## src/rtl/uart_rx.sv

```systemverilog
// UART receiver: 2-FF synchroniser, 16x oversampling, mid-bit sampling, 5-8 data bits, optional parity, 1/2 stop bits.
// Optional break detection is compiled in when UART_RX_BREAK_DET_EN is defined.
module uart_rx #(
  parameter int BAUD_RATE     = 115200,
  parameter int FREQUENCY_CLK = 50000000
) (
  input  logic       clk,
  input  logic       reset,
  input  logic       rx,
  input  logic [1:0] data_bit_num,
  input  logic       stop_bit_num,
  input  logic       parity_en,
  input  logic       parity_type,
  output logic [7:0] rx_data,
  output logic       rx_done,
  output logic       parity_err,
  output logic       frame_err,
  output logic       rx_busy,
  output logic       break_det
);

  localparam int DIV = FREQUENCY_CLK / (BAUD_RATE * 16);
  localparam int DW  = (DIV > 1) ? $clog2(DIV) : 1;
  localparam logic [DW-1:0] DIV_LAST   = DW'(DIV - 1);
  localparam logic [3:0]    SAMPLE_IDX = 4'd7;

  typedef enum logic [2:0] {
    IDLE,
    START_BIT,
    DATA_BIT,
    PARITY_BIT,
    STOP_BIT_FIRST,
    STOP_BIT_SECOND
  } state_t;

  state_t        state_q, state_d;
  logic          rx_meta_q, rx_sync_q;
  logic          armed_q, armed_d;
  logic [DW-1:0] div_q, div_d;
  logic [3:0]    tcnt_q, tcnt_d;
  logic [2:0]    bit_idx_q, bit_idx_d;
  logic [7:0]    shreg_q, shreg_d;
  logic          par_acc_q, par_acc_d;
  logic          stop_err_q, stop_err_d;
  logic [1:0]    cfg_dbn_q, cfg_dbn_d;
  logic          cfg_stop2_q, cfg_stop2_d;
  logic          cfg_pen_q, cfg_pen_d;
  logic          cfg_even_q, cfg_even_d;
  logic [7:0]    rx_data_q, rx_data_d;
  logic          rx_done_q, rx_done_d;
  logic          parity_err_q, parity_err_d;
  logic          frame_err_q, frame_err_d;
  logic          tick, sample, fin, fin_ferr;
`ifdef UART_RX_BREAK_DET_EN
  logic          zero_q, zero_d;
  logic          brk_q, brk_d;
`endif

  // LSB arrives first and is shifted in from the top, so short words sit high.
  function automatic logic [7:0] align_data(input logic [7:0] sh, input logic [1:0] dbn);
    logic [1:0] amt;
    amt = 2'd3 - dbn;
    return sh >> amt;
  endfunction

  function automatic logic parity_fail(input logic acc, input logic even);
    return even ? acc : ~acc;
  endfunction

  assign tick   = (div_q == DIV_LAST);
  assign sample = tick && (tcnt_q == SAMPLE_IDX);

  always_comb begin
    state_d      = state_q;
    armed_d      = armed_q;
    div_d        = tick ? '0 : div_q + DW'(1);
    tcnt_d       = tick ? tcnt_q + 4'd1 : tcnt_q;
    bit_idx_d    = bit_idx_q;
    shreg_d      = shreg_q;
    par_acc_d    = par_acc_q;
    stop_err_d   = stop_err_q;
    cfg_dbn_d    = cfg_dbn_q;
    cfg_stop2_d  = cfg_stop2_q;
    cfg_pen_d    = cfg_pen_q;
    cfg_even_d   = cfg_even_q;
    rx_data_d    = rx_data_q;
    rx_done_d    = 1'b0;
    parity_err_d = parity_err_q;
    frame_err_d  = frame_err_q;
    fin          = 1'b0;
    fin_ferr     = 1'b0;
`ifdef UART_RX_BREAK_DET_EN
    zero_d       = zero_q;
    brk_d        = 1'b0;
`endif

    case (state_q)
      IDLE: begin
        armed_d = armed_q | rx_sync_q;
        if (armed_q && !rx_sync_q) begin
          state_d     = START_BIT;
          armed_d     = 1'b0;
          div_d       = '0;
          tcnt_d      = '0;
          bit_idx_d   = '0;
          par_acc_d   = 1'b0;
          stop_err_d  = 1'b0;
          cfg_dbn_d   = data_bit_num;
          cfg_stop2_d = stop_bit_num;
          cfg_pen_d   = parity_en;
          cfg_even_d  = parity_type;
`ifdef UART_RX_BREAK_DET_EN
          zero_d      = 1'b1;
`endif
        end
      end
      START_BIT: begin
        if (sample) state_d = rx_sync_q ? IDLE : DATA_BIT;
      end
      DATA_BIT: begin
        if (sample) begin
          shreg_d   = {rx_sync_q, shreg_q[7:1]};
          par_acc_d = par_acc_q ^ rx_sync_q;
`ifdef UART_RX_BREAK_DET_EN
          zero_d    = zero_q & ~rx_sync_q;
`endif
          if (bit_idx_q == 3'd4 + {1'b0, cfg_dbn_q}) begin
            state_d = cfg_pen_q ? PARITY_BIT : STOP_BIT_FIRST;
          end else begin
            bit_idx_d = bit_idx_q + 3'd1;
          end
        end
      end
      PARITY_BIT: begin
        if (sample) begin
          par_acc_d = par_acc_q ^ rx_sync_q;
`ifdef UART_RX_BREAK_DET_EN
          zero_d    = zero_q & ~rx_sync_q;
`endif
          state_d   = STOP_BIT_FIRST;
        end
      end
      STOP_BIT_FIRST: begin
        if (sample) begin
`ifdef UART_RX_BREAK_DET_EN
          zero_d = zero_q & ~rx_sync_q;
`endif
          if (cfg_stop2_q) begin
            stop_err_d = ~rx_sync_q;
            state_d    = STOP_BIT_SECOND;
          end else begin
            fin      = 1'b1;
            fin_ferr = ~rx_sync_q;
          end
        end
      end
      STOP_BIT_SECOND: begin
        if (sample) begin
          fin      = 1'b1;
          fin_ferr = stop_err_q | ~rx_sync_q;
        end
      end
      default: state_d = IDLE;
    endcase

    // Frame ends at the final stop sample; re-arm waits for the line to be seen high.
    if (fin) begin
      state_d      = IDLE;
      armed_d      = 1'b0;
      rx_data_d    = align_data(shreg_q, cfg_dbn_q);
      parity_err_d = cfg_pen_q & parity_fail(par_acc_q, cfg_even_q);
      frame_err_d  = fin_ferr;
      rx_done_d    = 1'b1;
`ifdef UART_RX_BREAK_DET_EN
      brk_d        = zero_d;
`endif
    end
  end

  always_ff @(posedge clk or posedge reset) begin
    if (reset) begin
      state_q      <= IDLE;
      rx_meta_q    <= 1'b1;
      rx_sync_q    <= 1'b1;
      armed_q      <= 1'b0;
      div_q        <= '0;
      tcnt_q       <= '0;
      bit_idx_q    <= '0;
      shreg_q      <= '0;
      par_acc_q    <= 1'b0;
      stop_err_q   <= 1'b0;
      cfg_dbn_q    <= '0;
      cfg_stop2_q  <= 1'b0;
      cfg_pen_q    <= 1'b0;
      cfg_even_q   <= 1'b0;
      rx_data_q    <= '0;
      rx_done_q    <= 1'b0;
      parity_err_q <= 1'b0;
      frame_err_q  <= 1'b0;
`ifdef UART_RX_BREAK_DET_EN
      zero_q       <= 1'b0;
      brk_q        <= 1'b0;
`endif
    end else begin
      state_q      <= state_d;
      rx_meta_q    <= rx;
      rx_sync_q    <= rx_meta_q;
      armed_q      <= armed_d;
      div_q        <= div_d;
      tcnt_q       <= tcnt_d;
      bit_idx_q    <= bit_idx_d;
      shreg_q      <= shreg_d;
      par_acc_q    <= par_acc_d;
      stop_err_q   <= stop_err_d;
      cfg_dbn_q    <= cfg_dbn_d;
      cfg_stop2_q  <= cfg_stop2_d;
      cfg_pen_q    <= cfg_pen_d;
      cfg_even_q   <= cfg_even_d;
      rx_data_q    <= rx_data_d;
      rx_done_q    <= rx_done_d;
      parity_err_q <= parity_err_d;
      frame_err_q  <= frame_err_d;
`ifdef UART_RX_BREAK_DET_EN
      zero_q       <= zero_d;
      brk_q        <= brk_d;
`endif
    end
  end

  assign rx_data    = rx_data_q;
  assign rx_done    = rx_done_q;
  assign parity_err = parity_err_q;
  assign frame_err  = frame_err_q;
  assign rx_busy    = (state_q != IDLE);
`ifdef UART_RX_BREAK_DET_EN
  assign break_det  = brk_q;
`else
  assign break_det  = 1'b0;
`endif

endmodule
```

## config.mk

```make
export PLATFORM = sky130hd
export DESIGN_NAME = uart_rx
export DESIGN_NICKNAME = d
export VERILOG_FILES = /design/src/rtl/uart_rx.sv
export SDC_FILE = /design/constraint.sdc
export NUM_CORES = 1
export LEC_CHECK = 0
export ABC_AREA = 1
export CORE_UTILIZATION = 50
export CTS_CLUSTER_SIZE = 30
export DETAILED_ROUTE_END_ITERATION = 8
export PLACE_DENSITY = 0.72
export SETUP_SLACK_MARGIN = 0.15
export SYNTH_ARGS = -nofsm -noshare
export SYNTH_HDL_FRONTEND = slang
export SYNTH_SLANG_ARGS = --single-unit
```

## constraint.sdc

```tcl
create_clock -name clk -period 3.64 [get_ports clk]
set_clock_uncertainty 0.2 [all_clocks]
set_input_delay 0.546 -clock clk [delete_from_list [all_inputs] [get_ports clk]]
set_output_delay 0.546 -clock clk [all_outputs]
set_load 0.005 [all_outputs]
```

==> impl_metrics.yaml, run 1 <==
grt:
  grt_max_degree: 25
  grt_pass1_vias: 1589
  antenna_found_initial: 0
  grt-ovfl-total: 0
  grt_usage_pct: 19.3
  grt_pass1_wl_um: 7310
critical_path:
  crit_type: "flip-flop to primary output"
  slowest_stage: "clkdlybuf4s50_1"
  worstPathArrival_ps: 1690
  critPathMaxStageDelay_ps: 510
  required_ps: 2890
  crit_path_end_kind: "primary output"
  path_cells: "inv_1 > nand2_4 > nor2_4 > inv_2 > clkdlybuf4s50_1"
  crit_fanout: 6
  critPathBufInv: 3
  crit_family: "buffers and inverters"
  worst_setup_path_start_kind: "flip-flop"
  reg2reg_depth: 11
  path_depth: 5
floorplanning:
  start_util_pct: 52.1
  io_pins: 21
  dieHeight_um: 69.6
  die_x_um: 69.6
  rows: 24
  core_area_sq_um: 4380
  die-area_sq_um: 4840
detailed_routing:
  antenna_left: 0
  drt-pass1-iter-count: 4
  drc: 0
  wire_per_inst_um: 12.3
  drtIter0Drc: 119
  via_per_inst: 5.04
  wl_um: 4180
  dr_total_vias: 1708
synthesis:
  syn_area_sq_um: 2280
  synth_nets: 278
  avgSynthCellArea_sq_um: 8.58
  syn_inst: 266
  synth_edf_count: 0
  ys_warn_count: 0
  ys_types: 33
  ys_seq_area_share_pct: 48.3
  ys_seq_elements: 44
  synthFlopType: "dfrtp_1"
  async_reset_ff_share_pct: 100
finish:
  n_fill_cell: 378
  syn_to_final_growth_pct: 13.8
  final_nets: 298
  final_cell_area_sq_um: 2600
  antenna-diode-count: 0
  post-route-util_pct: 59.3
  final_layout_size_suffix_gt1_share_pct: 15.7
sta:
  holdWs_ps: 160
  fmax_ghz: 0.411
  rsz0062_at_grt: "false"
  period_share_pct: 66.9
  slew_headroom_pct: 44.7
  tns_ps: 0
  setup_viol_count_final: 0
  tightestPinTransition_ps: 825
  hold_viol_final: 0
  min_period_ps: 2430
  drv_slew: 0
place:
  place_area_sq_um: 2480
  portBuffers: 19
  dp_hpwl_um: 2920
  finalWeightedCongestion: 0.842
hold_path:
  hold_depth: 0
  hp-class: "flip-flop to flip-flop"
clock_tree:
  postCtsHoldBufs: 0
  root_buffer: "clkbuf_8"
  numClockSinks: 44
  cts_max_path_buffers: 2
  cts_resized: 0
  insertion_delay_ps: 310
  postCtsSetupBuffers: 0
  cts_tree: "built"
  htree_num_levels: 2
  clk_pin_slew_ps: 90
  numCtsBuffers: 5
pwr:
  pwr_density_cell_nw_per_um2: 628
  p_total_w: 0.00163
  peakVddDrop_uv: 350
  p_leak_nw: 1.24
run:
  cap_violations: 0
status:
  status: "finished, final reports clean"
==> metrics by stage <==
step | setup slack [ps] | instances
3_3_place_gp | 1580 | 331
3_5_place_dp | 1550 | 331
6_report | 1210 | 339
5_1_grt | 1110 | 339
2_1_floorplan | 1870 | 266
4_1_cts | 1200 | 339
==> sequential cells by signal (all words and copies together), names as in the netlist, 2 cells and up <==
name,cells
div_q,5
cfg_dbn_q,2
state_q,3
tcnt_q,4
rx_data,8
shreg_q,8
bit_idx_q,3
==> final cells by class <==
type	instances	area, sq um	share of cell area (%)
tap	52	65.1	2.50
timing repair buffer	20	198	7.61
inverter	33	126	4.86
multi-input combinational	182	991	38.1
sequential	44	1100	42.5
clock inverter	3	46.3	1.78
clock buffer	5	68.8	2.65
==> report_power, final <==
part | switching, W | leakage (nW) | internal (W)
clock network | 0.000185 | 0.0548 | 0.000207
logic | 0.000332 | 0.599 | 0.000200
registers | 0.000119 | 0.584 | 0.000587
total | 0.000637 | 1.24 | 0.000994
==> cell usage after synthesis, types with 3 or more instances <==
| cell | instances | share of area, % |
|---|---|---|
| inv_1 | 26 | 4.3 |
| xor2_1 | 4 | 1.5 |
| a21oi_1 | 7 | 1.5 |
| o21ai_0 | 18 | 3.9 |
| o211ai_1 | 4 | 1.3 |
| nor2_4 | 3 | 1.5 |
| nor2_1 | 25 | 4.1 |
| nand2_2 | 3 | 0.82 |
| buf_6 | 4 | 2.0 |
| nand2_4 | 3 | 1.5 |
| nand3_1 | 11 | 2.4 |
| nand2_1 | 66 | 11 |
| ha_1 | 4 | 2.2 |
| o21ai_1 | 8 | 1.8 |
| dfrtp_1 | 42 | 46 |
| inv_2 | 6 | 0.99 |
| nor3_1 | 4 | 0.88 |
| o21ai_2 | 8 | 3.1 |
==> kinds of logic after synthesis <==
group                    Yosys count  synth area share (%)
buffers and inverters             40                  8.27
flip-flops                        44                  48.3
AND/OR/NAND/NOR                  121                  24.9
AO/OA/AOI/OAI                     51                  14.2
adder cells (fa/ha/maj)            4                  2.19
XOR/XNOR                           5                  1.92
other                              1                 0.164
==> metal layers <==
| metal | GRT usage, % | vias up | wire length [um] | share of wire, % |
|---|---|---|---|---|
| met5 | 0 | - | 0 | 0 |
| li1 | - | 889 | - | - |
| met2 | 29.7 | 33 | 1880 | 45 |
| met3 | 4.80 | 6 | 163 | 3.9 |
| met4 | 6.80 | 0 | 63 | 1.5 |
| met1 | 26.6 | 780 | 2080 | 50 |
==> worst paths after layout <==
check | slack, ps | from | end
worst max-delay path | 1210 | state_q[0]$_DFFE_PP0P_ | rx_busy
worst min-delay path | 160 | rx_meta_q$_DFF_PP1_ | rx_sync_q$_DFF_PP1_
worst max register to register | 1650 | div_q[0]$_DFF_PP0_ | state_q[1]$_DFFE_PP0P_
worst min register to register | 160 | rx_meta_q$_DFF_PP1_ | rx_sync_q$_DFF_PP1_
max in group asynchronous | 2130 | reset | cfg_dbn_q[0]$_DFFE_PP0P_
min in group asynchronous | 400 | reset | tcnt_q[2]$_DFF_PP0_
==> cell usage in the layout (no fill, tap or decap), drive strengths merged, types with 5 or more instances in the layout <==
master,count
nand2,72
dfrtp,42
o21ai,34
inv,33
nor2,31
clkdlybuf4s50,19
nand3,12
a21oi,9
clkbuf,5
nor3,5
Power figures use the tool's default switching activity.
==> inputs of run 2 (changes only) <==
==> constraint.sdc (replaced) <==
create_clock -name clk -period 2.49 [get_ports clk]
set_clock_uncertainty 0.2 [all_clocks]
set_input_delay 0.3735 -clock clk [delete_from_list [all_inputs] [get_ports clk]]
set_output_delay 0.3735 -clock clk [all_outputs]
set_load 0.005 [all_outputs]
==> run 2 against run 1 <==
  * Die area did not move
  * Via count rose by 3.6%
  * First-iteration DRC count rose by 66%
  * Power rose by 48%
  * Worst hold slack improved by 2.0 ps
  * Routed wire length fell by 0.17%
  * Critical path depth did not move
  * Non-clock buffer count rose by 1
  * Sequential power rose by 47%
  * Largest cell class unchanged
  * Largest power group unchanged
==> impl_metrics.yaml, run 2 (same netlist as run 1, synthesis figures left out) <==
run:
  cap_violations: 0
sta:
  tns_ps: 0
  fmax_ghz: 0.444
  setup_slack_ps: 237
  rsz0062_at_grt: "false"
  min_period_ps: 2250
  holdWs_ps: 162
  period_share_pct: 90.5
  hold_viol_final: 0
  tightestPinTransition_ps: 699
  slew_headroom_pct: 53.1
  drv_slew: 0
  setup_viol_count_final: 0
finish:
  final_layout_size_suffix_gt1_share_pct: 16.3
  multi_input_area_sq_um: 991
  n_fill_cell: 391
  post-route-util_pct: 59.6
  layout.cells.non_filler: 340
  layout_common_cells: "66 x nand2_1, 41 x dfrtp_1, 25 x inv_1, 25 x nor2_1, 19 x clkdlybuf4s50_1"
  syn_to_final_growth_pct: 14.5
  layout_commonest_cell: "nand2_1"
  regArea_sq_um: 1100
  final_nets: 299
  antenna-diode-count: 0
clock_tree:
  root_buffer: "clkbuf_8"
  clk_pin_slew_ps: 80
  cts_max_path_buffers: 2
  htree_num_levels: 2
  numCtsBuffers: 5
  insertion_delay_ps: 300
  postCtsHoldBufs: 0
  numClockSinks: 44
  cts_resized: 0
  postCtsSetupBuffers: 0
  cts_tree: "built"
grt:
  grt.busiest_layer: "met2"
  grt_max_degree: 22
  globalRouteMet2Util_pct: 29.9
  grt_use_met1_pct: 25.1
  grt-ovfl-total: 0
  grt_pass1_wl_um: 7320
  antenna_found_initial: 0
  grt_pass1_vias: 1674
  grt_usage_pct: 19.4
  use_met3_pct: 3.78
floorplanning:
  dieHeight_um: 69.6
  core_area_sq_um: 4380
  start_util_pct: 52.1
  die-area_sq_um: 4840
  io_pins: 21
  rows: 24
  die_x_um: 69.6
critical_path:
  required_ps: 1920
  worstPathArrival_ps: 1680
  path_cells: "inv_1 > nand2_4 > nor2_4 > inv_2 > clkdlybuf4s50_1"
  crit_fanout: 6
  crit_type: "flip-flop to primary output"
  worst_setup_path_start_kind: "flip-flop"
  critPathMaxStageDelay_ps: 460
  slowest_stage: "dfrtp_2"
  crit_path_end_kind: "primary output"
detailed_routing:
  drt-pass1-iter-count: 4
  wl_um: 4170
  antenna_left: 0
  drtIter0Drc: 198
  dr_total_vias: 1770
  wire_per_inst_um: 12.3
  via_per_inst: 5.21
  drc: 0
place:
  finalWeightedCongestion: 0.861
  portBuffers: 19
  dp_hpwl_um: 3110
  place_ws_ps: 503
  placed_cells: 332
pwr:
  pwr_density_cell_nw_per_um2: 921
  peakVddDrop_uv: 586
  p_leak_nw: 1.25
hold_path:
  hp-class: "flip-flop to flip-flop"
status:
  status: "finished, final reports clean"
==> run 2: path summary, 6_finish.rpt <==
kind | startpoint | to | slack (ps) | cells after the start
worst min register to register | rx_meta_q$_DFF_PP1_ | rx_sync_q$_DFF_PP1_ | 160 | 0
worst max-delay path | state_q[0]$_DFFE_PP0P_ | rx_busy | 240 | 5
worst max register to register | div_q[0]$_DFF_PP0_ | state_q[2]$_DFFE_PP0P_ | 500 | 11
max in group asynchronous | reset | rx_sync_q$_DFF_PP1_ | 1250 | 3
min in group asynchronous | reset | cfg_dbn_q[1]$_DFFE_PP0P_ | 200 | 2
worst min-delay path | rx_meta_q$_DFF_PP1_ | rx_sync_q$_DFF_PP1_ | 160 | 0
==> run 2: stage by stage <==
stage          area, sq um  total power, W
3_5_place_dp          2490         0.00184
2_1_floorplan         2280         0.00167
5_1_grt               2610         0.00259
6_report              2610         0.00241
3_3_place_gp          2490         0.00181
4_1_cts               2610         0.00242
==> run 2: layer usage <==
metal	wire length (um)	part of all wire, %
met1	1950	47
met2	1940	46
met3	182	4.4
met4	100	2.4
met5	0	0
==> run 2: power by group <==
group          internal (W)  total, W  switching [W]  leakage [nW]
sequential         0.000861   0.00104       0.000180         0.583
clock              0.000328  0.000581       0.000252        0.0614
combinational      0.000294  0.000786       0.000493         0.604
==> run 2: critical path, delay by kind of cell, from the launching register on <==
| family | cells | cell delay [ps] |
|---|---|---|
| buf+inv | 3 | 710 |
| flops | 1 | 460 |
| simple gates | 2 | 220 |
==> run 2: final cells by class <==
| cell class | count | share of cell area (%) |
|---|---|---|
| clock buffer | 6 | 3.16 |
| clock inverter | 2 | 1.48 |
| timing repair buffer | 21 | 7.85 |
| sequential | 44 | 42.3 |
| multi-input combinational | 182 | 37.9 |
| tap | 52 | 2.49 |
| inverter | 33 | 4.83 |
==> inputs of run 3 (changes only) <==
--- a/config.mk
+++ b/config.mk
@@ -6,10 +6,11 @@
 export NUM_CORES = 1
 export LEC_CHECK = 0
 export ABC_AREA = 1
+export ABC_CLOCK_PERIOD_IN_PS = 1800
 export CORE_UTILIZATION = 50
 export CTS_CLUSTER_SIZE = 30
 export DETAILED_ROUTE_END_ITERATION = 8
-export PLACE_DENSITY = 0.72
+export PLACE_DENSITY = 0.75
 export SETUP_SLACK_MARGIN = 0.15
 export SYNTH_ARGS = -nofsm -noshare
 export SYNTH_HDL_FRONTEND = slang
==> constraint.sdc (replaced) <==
create_clock -name clk -period 1.8 [get_ports clk]
set_clock_uncertainty 0.2 [all_clocks]
set_input_delay 0.27 -clock clk [delete_from_list [all_inputs] [get_ports clk]]
set_output_delay 0.27 -clock clk [all_outputs]
set_load 0.005 [all_outputs]
==> run 3 against run 2 <==
  * Sequential cell count did not move
  * Final area rose by 16%
  * Power rose by 57%
  * Critical path type is now flip-flop to flip-flop
  * Largest power group is now combinational logic
==> impl_metrics.yaml, run 3 (same netlist as run 1, synthesis figures left out) <==
critical_path:
  path_common_cell: "buf_4"
  crit_family: "buffers and inverters"
  required_ps: 1780
  path_cells: "buf_4 > inv_2 > nor2_2 > o21ai_2 > nor2_8 > inv_6 > buf_4 > nand2_1 > o31ai_2"
  crit_fanout: 7
  critPathMaxStageDelay_ps: 390
  worstPathArrival_ps: 1720
  crit_type: "flip-flop to flip-flop"
  crit_path_end_kind: "flip-flop"
  slowest_stage: "dfrtp_2"
  worst_setup_path_start_kind: "flip-flop"
  critPathBufInv: 4
finish:
  antenna-diode-count: 0
  layout_common_cells: "55 x nand2_1, 41 x dfrtp_1, 28 x buf_4"
  final_nets: 332
  final_layout_size_suffix_gt1_share_pct: 32.1
  n_fill_cell: 326
  layout_commonest_cell: "nand2_1"
  final_cell_area_sq_um: 3020
  syn_to_final_growth_pct: 32.3
grt:
  grt_max_degree: 45
  grt-ovfl-total: 0
  grt_pass1_wl_um: 8160
  grt_pass1_vias: 1790
  antenna_found_initial: 0
  grt_usage_pct: 21.5
floorplanning:
  io_pins: 21
  start_util_pct: 52.1
  die_x_um: 69.6
  core_area_sq_um: 4380
  die-area_sq_um: 4840
  rows: 24
  dieHeight_um: 69.6
sta:
  setup_viol_count_final: 0
  fmax_ghz: 0.573
  drv_slew: 0
  holdWs_ps: 105
  min_period_ps: 1740
  hold_viol_final: 0
  period_share_pct: 96.9
  tns_ps: 0
  rsz0062_at_grt: "true"
detailed_routing:
  via_per_inst: 5.20
  antenna_left: 0
  wl_um: 5260
  dr_total_vias: 1940
  drtIter0Drc: 144
  drt-pass1-iter-count: 4
  drc: 0
  wire_per_inst_um: 14.1
status:
  status: "finished, final reports clean"
place:
  finalWeightedCongestion: 1.02
  dp_hpwl_um: 3310
  place_area_sq_um: 2600
  portBuffers: 19
pwr:
  p_leak_nw: 1.59
  pwr_density_cell_nw_per_um2: 1250
  peakVddDrop_uv: 677
run:
  cap_violations: 0
clock_tree:
  cts_tree: "built"
  htree_num_levels: 2
  insertion_delay_ps: 300
  numCtsBuffers: 5
  cts_max_path_buffers: 2
  root_buffer: "clkbuf_8"
  clk_pin_slew_ps: 80
  numClockSinks: 44
hold_path:
  hp-class: "primary input to async pin"
run 3: layer usage:
| metal | track usage (%) | up-vias | part of all wire [%] |
|---|---|---|---|
| li1 | - | 948 | - |
| met1 | 28.5 | 930 | 44 |
| met2 | 35.0 | 49 | 51 |
| met3 | 4.51 | 13 | 3.7 |
| met4 | 7.71 | 0 | 2.1 |
| met5 | 0 | - | 0 |
run 3: power breakdown:
group / leakage [nW] / internal [W] / switching, W
Combinational: 0.941 / 0.000644 / 0.000913
Clock: 0.0645 / 0.000490 / 0.000342
Sequential: 0.583 / 0.00119 / 0.000206
Total: 1.59 / 0.00232 / 0.00146
run 3: worst paths after layout:
path                                         from                      to  slack [ps]  depth (start not counted)
max                        state_q[2]$_DFFE_PP0P_  rx_data[6]$_DFFE_PP0P_          60                          9
min                                         reset      div_q[4]$_DFF_PP0_         110                          3
max reg2reg                state_q[2]$_DFFE_PP0P_  rx_data[6]$_DFFE_PP0P_          60                          9
min reg2reg                   rx_meta_q$_DFF_PP1_     rx_sync_q$_DFF_PP1_         170                          0
max in group asynchronous                   reset     rx_sync_q$_DFF_PP1_        1020                          3
min in group clk                               rx     rx_meta_q$_DFF_PP1_         170                          1
run 3: worst register-to-register path, stage by stage, from the launching register on:
cell and delay, ps:
dfrtp_2 390, buf_4 180, inv_2 60, nor2_2 110, o21ai_2 130, nor2_8 220
inv_6 70, buf_4 140, nand2_1 60, o31ai_2 60
run 3: layout make-up:
class / count / area [sq um] / area share [%]
sequential: 44 / 1100 / 36.6
multi-input combinational: 182 / 1080 / 35.7
timing repair buffer: 54 / 515 / 17.1
inverter: 33 / 131 / 4.35
clock buffer: 7 / 96.3 / 3.19
tap: 52 / 65.1 / 2.15
clock inverter: 1 / 30.0 / 0.994
run 3: timing repair:
action | CTS | global route
pin swaps | 10 | 11
hold buffers | 0 | 0
endpoints found under the setup margin | 29 | 40
hold endpoints to repair | 0 | 0
setup buffers | 13 | 8
gates resized for setup | 18 | 33
run 3: metrics by stage:
| step | total power (W) | cells | setup WS [ps] | util, % |
|---|---|---|---|---|
| detailed placement | 0.00269 | 344 | 10.3 | 59.2 |
| global route | 0.00403 | 373 | -71.2 | 68.9 |
| floorplan | 0.00232 | 266 | 121 | - |
| CTS | 0.00366 | 365 | 71.6 | 65.4 |
| global placement | 0.00265 | 344 | 73.0 | 59.2 |
| finish | 0.00379 | 373 | 56.1 | 68.9 |
